`src/rtl/fram_arb_pkg.sv`:
```
// Shared types and helpers for the two-port FRAM arbiter.
package fram_arb_pkg;

  typedef enum logic [1:0] {
    ST_IDLE  = 2'd0,
    ST_ISSUE = 2'd1,
    ST_WAIT  = 2'd2,
    ST_RESP  = 2'd3
  } arb_state_e;

  localparam logic PORT_CPU = 1'b0;
  localparam logic PORT_AUX = 1'b1;

  // Winner selection. In round-robin mode a tie goes to the port that did
  // not win last time; a lone requester always wins.
  function automatic logic pick_winner(input logic r0, input logic r1,
                                       input logic last, input logic fixed);
    logic w;
    if (fixed || !(r0 && r1)) w = r0 ? PORT_CPU : PORT_AUX;
    else                      w = ~last;
    return w;
  endfunction

endpackage

```
`src/rtl/fram_arbiter.sv`:
```
// Shares one SPI FRAM port between the CPU (port 0) and an auxiliary master
// (port 1). One whole transaction is granted at a time; the winning request
// is latched so the requester may change its inputs once it has been issued.
module fram_arbiter
  import fram_arb_pkg::*;
#(
  parameter int AW         = 16,
  parameter int DW         = 16,
  parameter int FIXED_PRIO = 0,
  parameter int TIMEOUT    = 4096
) (
  input  logic          clk,
  input  logic          rst_n,
  input  logic          req0,
  input  logic          we0,
  input  logic [AW-1:0] addr0,
  input  logic [DW-1:0] wdata0,
  input  logic          req1,
  input  logic          we1,
  input  logic [AW-1:0] addr1,
  input  logic [DW-1:0] wdata1,
  output logic          ack0,
  output logic [DW-1:0] rdata0,
  output logic          ack1,
  output logic [DW-1:0] rdata1,
  output logic          mem_start,
  output logic          mem_we,
  output logic [AW-1:0] mem_addr,
  output logic [DW-1:0] mem_wdata,
  input  logic          mem_done,
  input  logic [DW-1:0] mem_rdata,
  output logic          busy,
  output logic          grant_id,
  output logic          err_timeout,
  input  logic          err_clr
);

  // Counter wide enough to hold TIMEOUT; one bit when the timeout is disabled.
  localparam int          CW   = (TIMEOUT > 0) ? $clog2(TIMEOUT + 1) : 1;
  localparam logic [CW-1:0] TMAX = CW'(TIMEOUT);

  arb_state_e    state_q, state_d;
  logic          start_q, start_d;
  logic          we_q, we_d;
  logic [AW-1:0] addr_q, addr_d;
  logic [DW-1:0] wdata_q, wdata_d;
  logic          ack0_q, ack0_d, ack1_q, ack1_d;
  logic [DW-1:0] rdata0_q, rdata0_d, rdata1_q, rdata1_d;
  logic          busy_q, busy_d;
  logic          grant_q, grant_d;
  logic          last_q, last_d;
  logic [CW-1:0] cnt_q, cnt_d;
  logic          err_q, err_d;
  logic          win;
  logic          tmo_set;

  assign win = pick_winner(req0, req1, last_q, FIXED_PRIO != 0);

  // Next-state logic for the FSM, latch registers and wait counter.
  always_comb begin
    state_d  = state_q;
    start_d  = 1'b0;
    we_d     = we_q;
    addr_d   = addr_q;
    wdata_d  = wdata_q;
    ack0_d   = 1'b0;
    ack1_d   = 1'b0;
    rdata0_d = rdata0_q;
    rdata1_d = rdata1_q;
    grant_d  = grant_q;
    last_d   = last_q;
    cnt_d    = cnt_q;
    tmo_set  = 1'b0;
    case (state_q)
      ST_IDLE: begin
        if (req0 || req1) begin
          state_d = ST_ISSUE;
          start_d = 1'b1;
          grant_d = win;
          last_d  = win;
          we_d    = win ? we1    : we0;
          addr_d  = win ? addr1  : addr0;
          wdata_d = win ? wdata1 : wdata0;
        end
      end
      ST_ISSUE: begin
        state_d = ST_WAIT;
        cnt_d   = '0;
      end
      ST_WAIT: begin
        // Saturating count; the flag fires once, on the step that reaches TMAX.
        if (cnt_q != TMAX) begin
          cnt_d   = cnt_q + CW'(1);
          tmo_set = (TIMEOUT != 0) && (cnt_d == TMAX);
        end
        if (mem_done) begin
          state_d = ST_RESP;
          if (!we_q) begin
            if (grant_q) rdata1_d = mem_rdata;
            else         rdata0_d = mem_rdata;
          end
          if (grant_q) ack1_d = 1'b1;
          else         ack0_d = 1'b1;
        end
      end
      ST_RESP: state_d = ST_IDLE;
      default: state_d = ST_IDLE;
    endcase
    busy_d = (state_d != ST_IDLE);
    // A new timeout beats a simultaneous clear.
    if (tmo_set)      err_d = 1'b1;
    else if (err_clr) err_d = 1'b0;
    else              err_d = err_q;
  end

  // State and output registers; reset abandons any transaction in flight.
  always_ff @(posedge clk or negedge rst_n) begin
    if (!rst_n) begin
      state_q  <= ST_IDLE;
      start_q  <= 1'b0;
      we_q     <= 1'b0;
      addr_q   <= '0;
      wdata_q  <= '0;
      ack0_q   <= 1'b0;
      ack1_q   <= 1'b0;
      rdata0_q <= '0;
      rdata1_q <= '0;
      busy_q   <= 1'b0;
      grant_q  <= PORT_CPU;
      last_q   <= PORT_AUX;
      cnt_q    <= '0;
      err_q    <= 1'b0;
    end else begin
      state_q  <= state_d;
      start_q  <= start_d;
      we_q     <= we_d;
      addr_q   <= addr_d;
      wdata_q  <= wdata_d;
      ack0_q   <= ack0_d;
      ack1_q   <= ack1_d;
      rdata0_q <= rdata0_d;
      rdata1_q <= rdata1_d;
      busy_q   <= busy_d;
      grant_q  <= grant_d;
      last_q   <= last_d;
      cnt_q    <= cnt_d;
      err_q    <= err_d;
    end
  end

  assign ack0        = ack0_q;
  assign ack1        = ack1_q;
  assign rdata0      = rdata0_q;
  assign rdata1      = rdata1_q;
  assign mem_start   = start_q;
  assign mem_we      = we_q;
  assign mem_addr    = addr_q;
  assign mem_wdata   = wdata_q;
  assign busy        = busy_q;
  assign grant_id    = grant_q;
  assign err_timeout = err_q;

endmodule

```
`config.mk`:
```
export PLATFORM = sky130hd
export DESIGN_NAME = fram_arbiter
export DESIGN_NICKNAME = d
export VERILOG_FILES = /design/src/rtl/fram_arb_pkg.sv /design/src/rtl/fram_arbiter.sv
export SDC_FILE = /design/constraint.sdc
export NUM_CORES = 1
export LEC_CHECK = 0
export BUFFER_PORTS_ARGS = -buffer_cell sky130_fd_sc_hd__buf_4
export CAP_MARGIN = 10
export CORE_ASPECT_RATIO = 1.25
export CORE_MARGIN = 4
export CORE_UTILIZATION = 35
export DETAILED_ROUTE_END_ITERATION = 10
export GPL_TIMING_DRIVEN = 0
export PLACE_DENSITY = 0.57
export SLEW_MARGIN = 20
export SYNTH_ARGS = -nofsm -noshare
export SYNTH_HDL_FRONTEND = slang
export SYNTH_SLANG_ARGS = --single-unit
```
`constraint.sdc`:
```
create_clock -name clk -period 3 [get_ports clk]
set_clock_uncertainty 0.15 [all_clocks]
set_input_delay 0.6 -clock clk [delete_from_list [all_inputs] [get_ports clk]]
set_output_delay 0.6 -clock clk [all_outputs]
set_load 0.1 [all_outputs]
```
After elaboration in Yosys (flattened, before gate mapping) --
Cells that the tools add are included.
Operators by class: $add $sub $neg 1, multipliers 0, div/mod/pow operators 0, magnitude comparators 0, eq/ne operators 6, shift-type cells 0, multiplexer cells 22, bitwise operators 3, reductions and logical operators 10
Operators by type and width (count):
- 16-bit 2-to-1 mux | 2
- 13-bit one-hot mux with 2 select lines | 1
- 1-bit 2-to-1 mux | 15
- 13-bit by 1-bit adder with 13-bit output, second input constant | 1
- 13-bit == test, second input constant | 1
- 13-bit 2-to-1 mux | 1
- 13-bit inequality test, second input constant | 1
- 2-bit one-hot mux with 4 select lines | 1
- 4-bit AND reduction | 2
- 2-bit nonzero test | 3
- 2-bit == test, second input constant | 2
- 2-bit 2-to-1 mux | 2
- 2-bit AND reduction | 2
- 1-bit NOT | 3
- 2-bit by 1-bit == test with 1-bit output, second input constant | 1
- 2-bit logical NOT | 1
- 2-bit inequality test, second input constant | 1
- 1-bit logical AND | 1
- 1-bit logical OR | 1
Word-level totals: bits in registers 87, latch bits 0, memory bits (writable) 0, ROM bits 0, word-level logic and storage cells 56, memories kept 0

Depth between registers and ports, before layout --
Gate-level depths: netlist of the first run.
word-level depth 5, mapped depth 8, gate-level depth less buffers 7

Worst setup path before layout of the first run --
OpenSTA, ideal clock, no wires.
path type register to register, start register grant_q, in the netlist grant_id, end register rdata0_q[10], in the netlist rdata0[10], data arrival time 2.213 ns, data required time 2.725 ns, slack 0.512 ns, stages on the path, launching flop included 4, buffers on the path 1, period minus slack after synthesis 2.488 ns, path through dfrtp_1 -> nor3_1 -> clkbuf_1 -> mux2_2
Between the ends: cells in the longest elaborated chain, start to end 2
Ends and longest elaborated chain:
- start, declared | line fram_arbiter.sv:50 | logic grant_q, grant_d;
- start signal, assigned | line fram_arbiter.sv:144 | grant_q <= grant_d;
- 1-bit NOT (no line)
- 4-bit AND reduction (no line)
- end signal, assigned | line fram_arbiter.sv:141 | rdata0_q <= rdata0_d;
- end, declared | line fram_arbiter.sv:48 | logic [DW-1:0] rdata0_q, rdata0_d, rdata1_q, rdata1_d;
Every way passes these cells. A chain may end at the register's enable or synchronous reset.

Worst setup path after layout of the first run --
start register state_q[0], end register rdata0_q[11], in the netlist rdata0[11]
Between the ends: cells in the longest elaborated chain, start to end 2
Ends and longest elaborated chain:
- start, declared | line fram_arbiter.sv:42 | arb_state_e state_q, state_d;
- start signal, assigned | line fram_arbiter.sv:134 | state_q <= state_d;
- 2-bit == test | line fram_arbiter.sv:74 | case (state_q)
- 4-bit AND reduction (no line)
Every way passes these cells.

==> flow_summary.json, run 1 <==
{
  "final.setup.tns_ns": 0,
  "drc_errors": 0,
  "critPathLaunchType": "flip-flop",
  "viasPerCell": 4.846,
  "die_y_um": 126.3,
  "clock_path_buffers": 2,
  "postCtsSetupBuffers": 0,
  "area_delta_synth_final_pct": 42.81,
  "core_um2": 10770,
  "syn-cell-area_um2": 3916,
  "gp_congestion": 0.8217,
  "synthArstFlopShare_pct": 100.0,
  "io_pins": 159,
  "ys.flop_type": "dfrtp_1",
  "dieWidth_um": 102.6,
  "synth_area_leaders": "dfrtp_1 55%, mux2_2 9.8%, mux2i_1 8.4%",
  "vias": 3121,
  "fin_nets": 601,
  "finalHoldViolCount": 0,
  "end_kind": "flip-flop",
  "drv_slew": 0,
  "dp_hpwl_um": 7954,
  "die_area_um2": 12960,
  "crit_type": "reg2reg",
  "dpl_cell_area_um2": 5268,
  "timing.final.crit_share_pct": 86.78,
  "layout-drive-gt1-share_pct": 44.34,
  "drt_wl_total_um": 10380,
  "grt_remaining_overflow": 0,
  "cp.arrival_ns": 2.68,
  "avgSynthCellArea_um2": 11.59,
  "cts_hold_buf": 0,
  "grt_pass1_wl_um": 16960,
  "synth_top_cell_area_share_pct": 54.95,
  "io_buffers": 158,
  "clkSinkCount": 87,
  "tightest_slew_ns": 0.8040,
  "root_buffer": "clkbuf_16",
  "numCtsBuffers": 9,
  "wl_per_cell_um": 16.11,
  "drt_iter0_drc": 97,
  "timing.final.ws_setup_ns": 0.3967,
  "dr.pass1.iters": 4,
  "ys_seq_area_share_pct": 55.62,
  "cp.required_ns": 3.08,
  "finalSetupViolations": 0,
  "initial_utilization_pct": 36.35,
  "status": "finished, final reports clean",
  "synth_top_cell_by_area": "dfrtp_1",
  "final_area_um2": 5593,
  "ant_nets": 0,
  "synth_cells": 338,
  "synth_cell_types": 38,
  "maxSlewHeadroom_pct": 46.40,
  "clk_latency_ns": 0.34,
  "period_minus_slack_ns": 2.603,
  "first_global_vias": 3360,
  "cp_cell_sequence": "inv_1, ha_1, nand2_1, nor3_2, clkbuf_1, mux2_2",
  "syn-num-nets": 432,
  "synth-edff-count": 0,
  "rsz0062_at_grt": "no",
  "crit_path_max_fanout": 10,
  "ctsResizeCount": 0,
  "htree_num_levels": 3,
  "grt_start_max_net_pins": 88,
  "yosysWarnings": 0,
  "crit_path_max_incr_delay_ns": 0.54,
  "grt.total_usage_pct": 16.91,
  "diodes": 0,
  "crit_slowest_cell": "clkbuf_1",
  "synth_top_cells_by_count": "86 x dfrtp_1, 44 x nand2_1, 39 x o21ai_0",
  "r2r_slack_ns": 0.40,
  "min_path_type": "in2async",
  "std_cell_rows": 42,
  "max_cap_violations": 0,
  "tritoncts": "done",
  "yosys.cell_count.top_type": "dfrtp_1",
  "cts.clk_slew.worst_paths_ns": 0.06,
  "antenna_found_initial": 0,
  "fillers": 966,
  "reg2reg_depth": 6,
  "place_ws_ns": 0.04259,
  "ys_ff_latch": 87,
  "max_freq_mhz": 384.1
}
==> cell families (layout without fill, tap and decap cells) <==
| group | after synthesis | count (layout) | synth area share [%] |
|---|---|---|---|
| buf+inv | 28 | 202 | 3.035 |
| simple gates | 80 | 80 | 9.393 |
| mux | 67 | 67 | 18.21 |
| fa+ha+maj | 6 | 6 | 1.917 |
| compound gates | 62 | 62 | 10.03 |
| flops | 87 | 87 | 55.62 |
| xor+xnor | 8 | 8 | 1.789 |
==> final timing paths <==
| kind | startpoint | to |
|---|---|---|
| setup / recovery | state_q[0] | rdata0[11] |
| hold / removal | rst_n | cnt_q[10] |
| setup reg to reg | state_q[0] | rdata0[11] |
| hold reg to reg | mem_wdata[14] | mem_wdata[14] |
| max in group asynchronous | rst_n | mem_addr[14] |
| min in group clk | err_clr | err_timeout |
==> per-layer routing <==
metal	share of wire (%)	track usage, %
met1	41	21.23
met5	0	0
met2	50	27.22
met3	8.2	5.752
met4	1.6	5.328
==> critical path: cells and delay by family, from the launching register on <==
kind	cells	cell delay (ns)
buffers and inverters	2	0.66
DFF	1	0.38
adders and majority gates	1	0.32
muxes	1	0.40
and+or+nand+nor	2	0.57
==> flip-flops by register name (all words and copies together) (netlist names), 2 cells and up <==
register	count
state_q	2
rdata0	16
mem_addr	16
mem_wdata	16
cnt_q	13
rdata1	16
==> area by class of cell <==
type | count | area, um2 | share of cell area [%]
sequential | 87 | 2178 | 38.95
multi-input combinational | 223 | 1624 | 29.04
timing repair buffer | 158 | 1190 | 21.28
clock buffer | 11 | 252.7 | 4.519
tap | 132 | 165.2 | 2.953
buffer | 16 | 73.82 | 1.320
clock inverter | 5 | 63.81 | 1.141
inverter | 12 | 45.04 | 0.8054
==> per-stage QoR <==
stage / util (%) / hold slack [ns] / cells
5_1_grt: 51.92 / 0.2444 / 644
3_3_place_gp: 48.90 / 0.3132 / 628
2_1_floorplan: - / 0.1544 / 338
3_5_place_dp: 48.90 / 0.3222 / 628
4_1_cts: 51.84 / 0.2930 / 644
6_report: 51.92 / 0.1519 / 644
==> cells in the final DEF (no fill, tap or decap), drive strengths merged, types with 3 or more instances in the layout <==
cell type / count
buf: 163
dfrtp: 86
o21ai: 48
nand2: 44
mux2: 34
mux2i: 33
clkbuf: 22
inv: 13
nor2: 11
xnor2: 7
nand4: 6
ha: 6
a21oi: 4
nand3: 4
o31ai: 3
nor3: 3
or4: 3
o41ai: 3
Power of run 1 is left out: the tool's default activity adds up to more than one toggle a clock period on the data nets, which glitch-free logic cannot reach.
==> run 2: changes to the inputs <==
- CAP_MARGIN: 10 -> 30
- CORE_ASPECT_RATIO: 1.25 -> 0.7
- PLACE_DENSITY: 0.57 -> 0.59
- clock period: 3 -> 2.35 ns (I/O delays scaled with it)
==> flow_summary.json, run 2 (same netlist as run 1, synthesis figures left out) <==
{
  "status": "finished, final reports clean",
  "timing.final.crit_share_pct": 97.34,
  "crit_slowest_cell": "or4_4",
  "end_kind": "flip-flop",
  "dr.pass1.iters": 4,
  "htree_num_levels": 3,
  "core_um2": 10970,
  "die_y_um": 96.50,
  "rsz0062_at_grt": "yes",
  "fin_nets": 611,
  "tritoncts": "done",
  "grt_start_max_net_pins": 48,
  "grt_pass1_wl_um": 16640,
  "utilization_pct": 52.67,
  "grt_remaining_overflow": 0,
  "area_delta_synth_final_pct": 47.54,
  "r2r_slack_ns": 0.06,
  "crit_path_max_fanout": 5,
  "clock_path_buffers": 2,
  "layout-drive-gt1-share_pct": 48.08,
  "cp.required_ns": 2.40,
  "wl_per_cell_um": 16.13,
  "crit_type": "reg2reg",
  "ant_nets": 0,
  "numCtsBuffers": 9,
  "cp_cell_sequence": "or4_4, o41ai_4, buf_4, and2b_2, o21ai_2, o31ai_1",
  "min_path_type": "in2reg",
  "drt_wl_total_um": 10890,
  "diodes": 0,
  "dieWidth_um": 134.4,
  "fillers": 1049,
  "io_pins": 159,
  "dp_hpwl_um": 8182,
  "finalHoldViolCount": 0,
  "first_global_vias": 3268,
  "cts.clk_slew.worst_paths_ns": 0.06,
  "layout.cells.most_common_list": "167 x buf_4, 81 x dfrtp_1, 44 x nand2_1",
  "die_area_um2": 12970,
  "max_cap_violations": 0,
  "drv_slew": 0,
  "viasPerCell": 4.726,
  "drt_iter0_drc": 104,
  "drc_errors": 0,
  "antenna_found_initial": 0,
  "final.setup.tns_ns": 0,
  "clkSinkCount": 87,
  "io_buffers": 158,
  "root_buffer": "clkbuf_16",
  "layout_commonest_cell": "buf_4",
  "max_freq_mhz": 437.1,
  "initial_utilization_pct": 35.70,
  "cp.arrival_ns": 2.34,
  "vias": 3190,
  "tightest_slew_ns": 0.5876,
  "finalSetupViolations": 0,
  "crit_path_max_incr_delay_ns": 0.56,
  "clk_latency_ns": 0.33,
  "gp_congestion": 0.8111,
  "period_minus_slack_ns": 2.288,
  "std_cell_rows": 32,
  "critPathLaunchType": "flip-flop",
  "maxSlewHeadroom_pct": 60.83,
  "grt.total_usage_pct": 16.47
}
## run 2: path summary, 6_finish.rpt
path / start / endpoint / cells after the start
max: cnt_q[11] / cnt_q[10] / 6
min: err_clr / err_timeout / 2
max reg2reg: cnt_q[11] / cnt_q[10] / 6
min reg2reg: mem_wdata[2] / mem_wdata[2] / 2
max in group asynchronous: rst_n / cnt_q[5] / 3
min in group asynchronous: rst_n / cnt_q[12] / 2
## run 2: repair_timing
action | CTS | global route
endpoints found under the setup margin | 32 | 21
hold endpoints to repair | 13 | 0
cloned | 0 | 1
setup buffers | 3 | 5
gates resized for setup | 3 | 15
pin swaps | 2 | 2
hold buffers | 1 | 0
## run 2: worst max-delay path: cells and delay by family (launching register included)
kind	cells	cell delay, ns
flip-flops	1	0.41
AND/OR/NAND/NOR	2	0.78
AO/OA/AOI/OAI	3	0.62
buffers and inverters	1	0.21
## run 2: through the flow
step           setup WS (ns)  std cells  area (um2)  hold WS (ns)
4_1_cts              0.02135        669        5690        0.1673
2_1_floorplan         0.1026        338        3924       0.02441
3_3_place_gp         -0.3776        649        5301        0.3148
3_5_place_dp         -0.3622        650        5329        0.3214
6_report             0.06244        675        5778        0.1768
5_1_grt             -0.02838        675        5778        0.1765
## run 2: metal layers
layer	track usage, %	routed length (um)	share of wire, %	vias up
met5	0	0	0	-
met4	4.407	139	1.3	0
met3	6.470	888	8.2	14
met2	25.46	5025	46	121
met1	21.77	4833	44	1516
li1	-	-	-	1539
## run 2: final cells by class
| class | instances | area (um2) | share of cell area (%) |
|---|---|---|---|
| sequential | 87 | 2185 | 37.81 |
| multi-input combinational | 223 | 1664 | 28.80 |
| timing repair buffer | 169 | 1291 | 22.35 |
| clock buffer | 11 | 242.7 | 4.201 |
| tap | 153 | 191.4 | 3.313 |
| clock inverter | 5 | 81.33 | 1.408 |
| buffer | 15 | 77.57 | 1.343 |
| inverter | 12 | 45.04 | 0.7796 |
Power of run 2 is left out for the same reason.
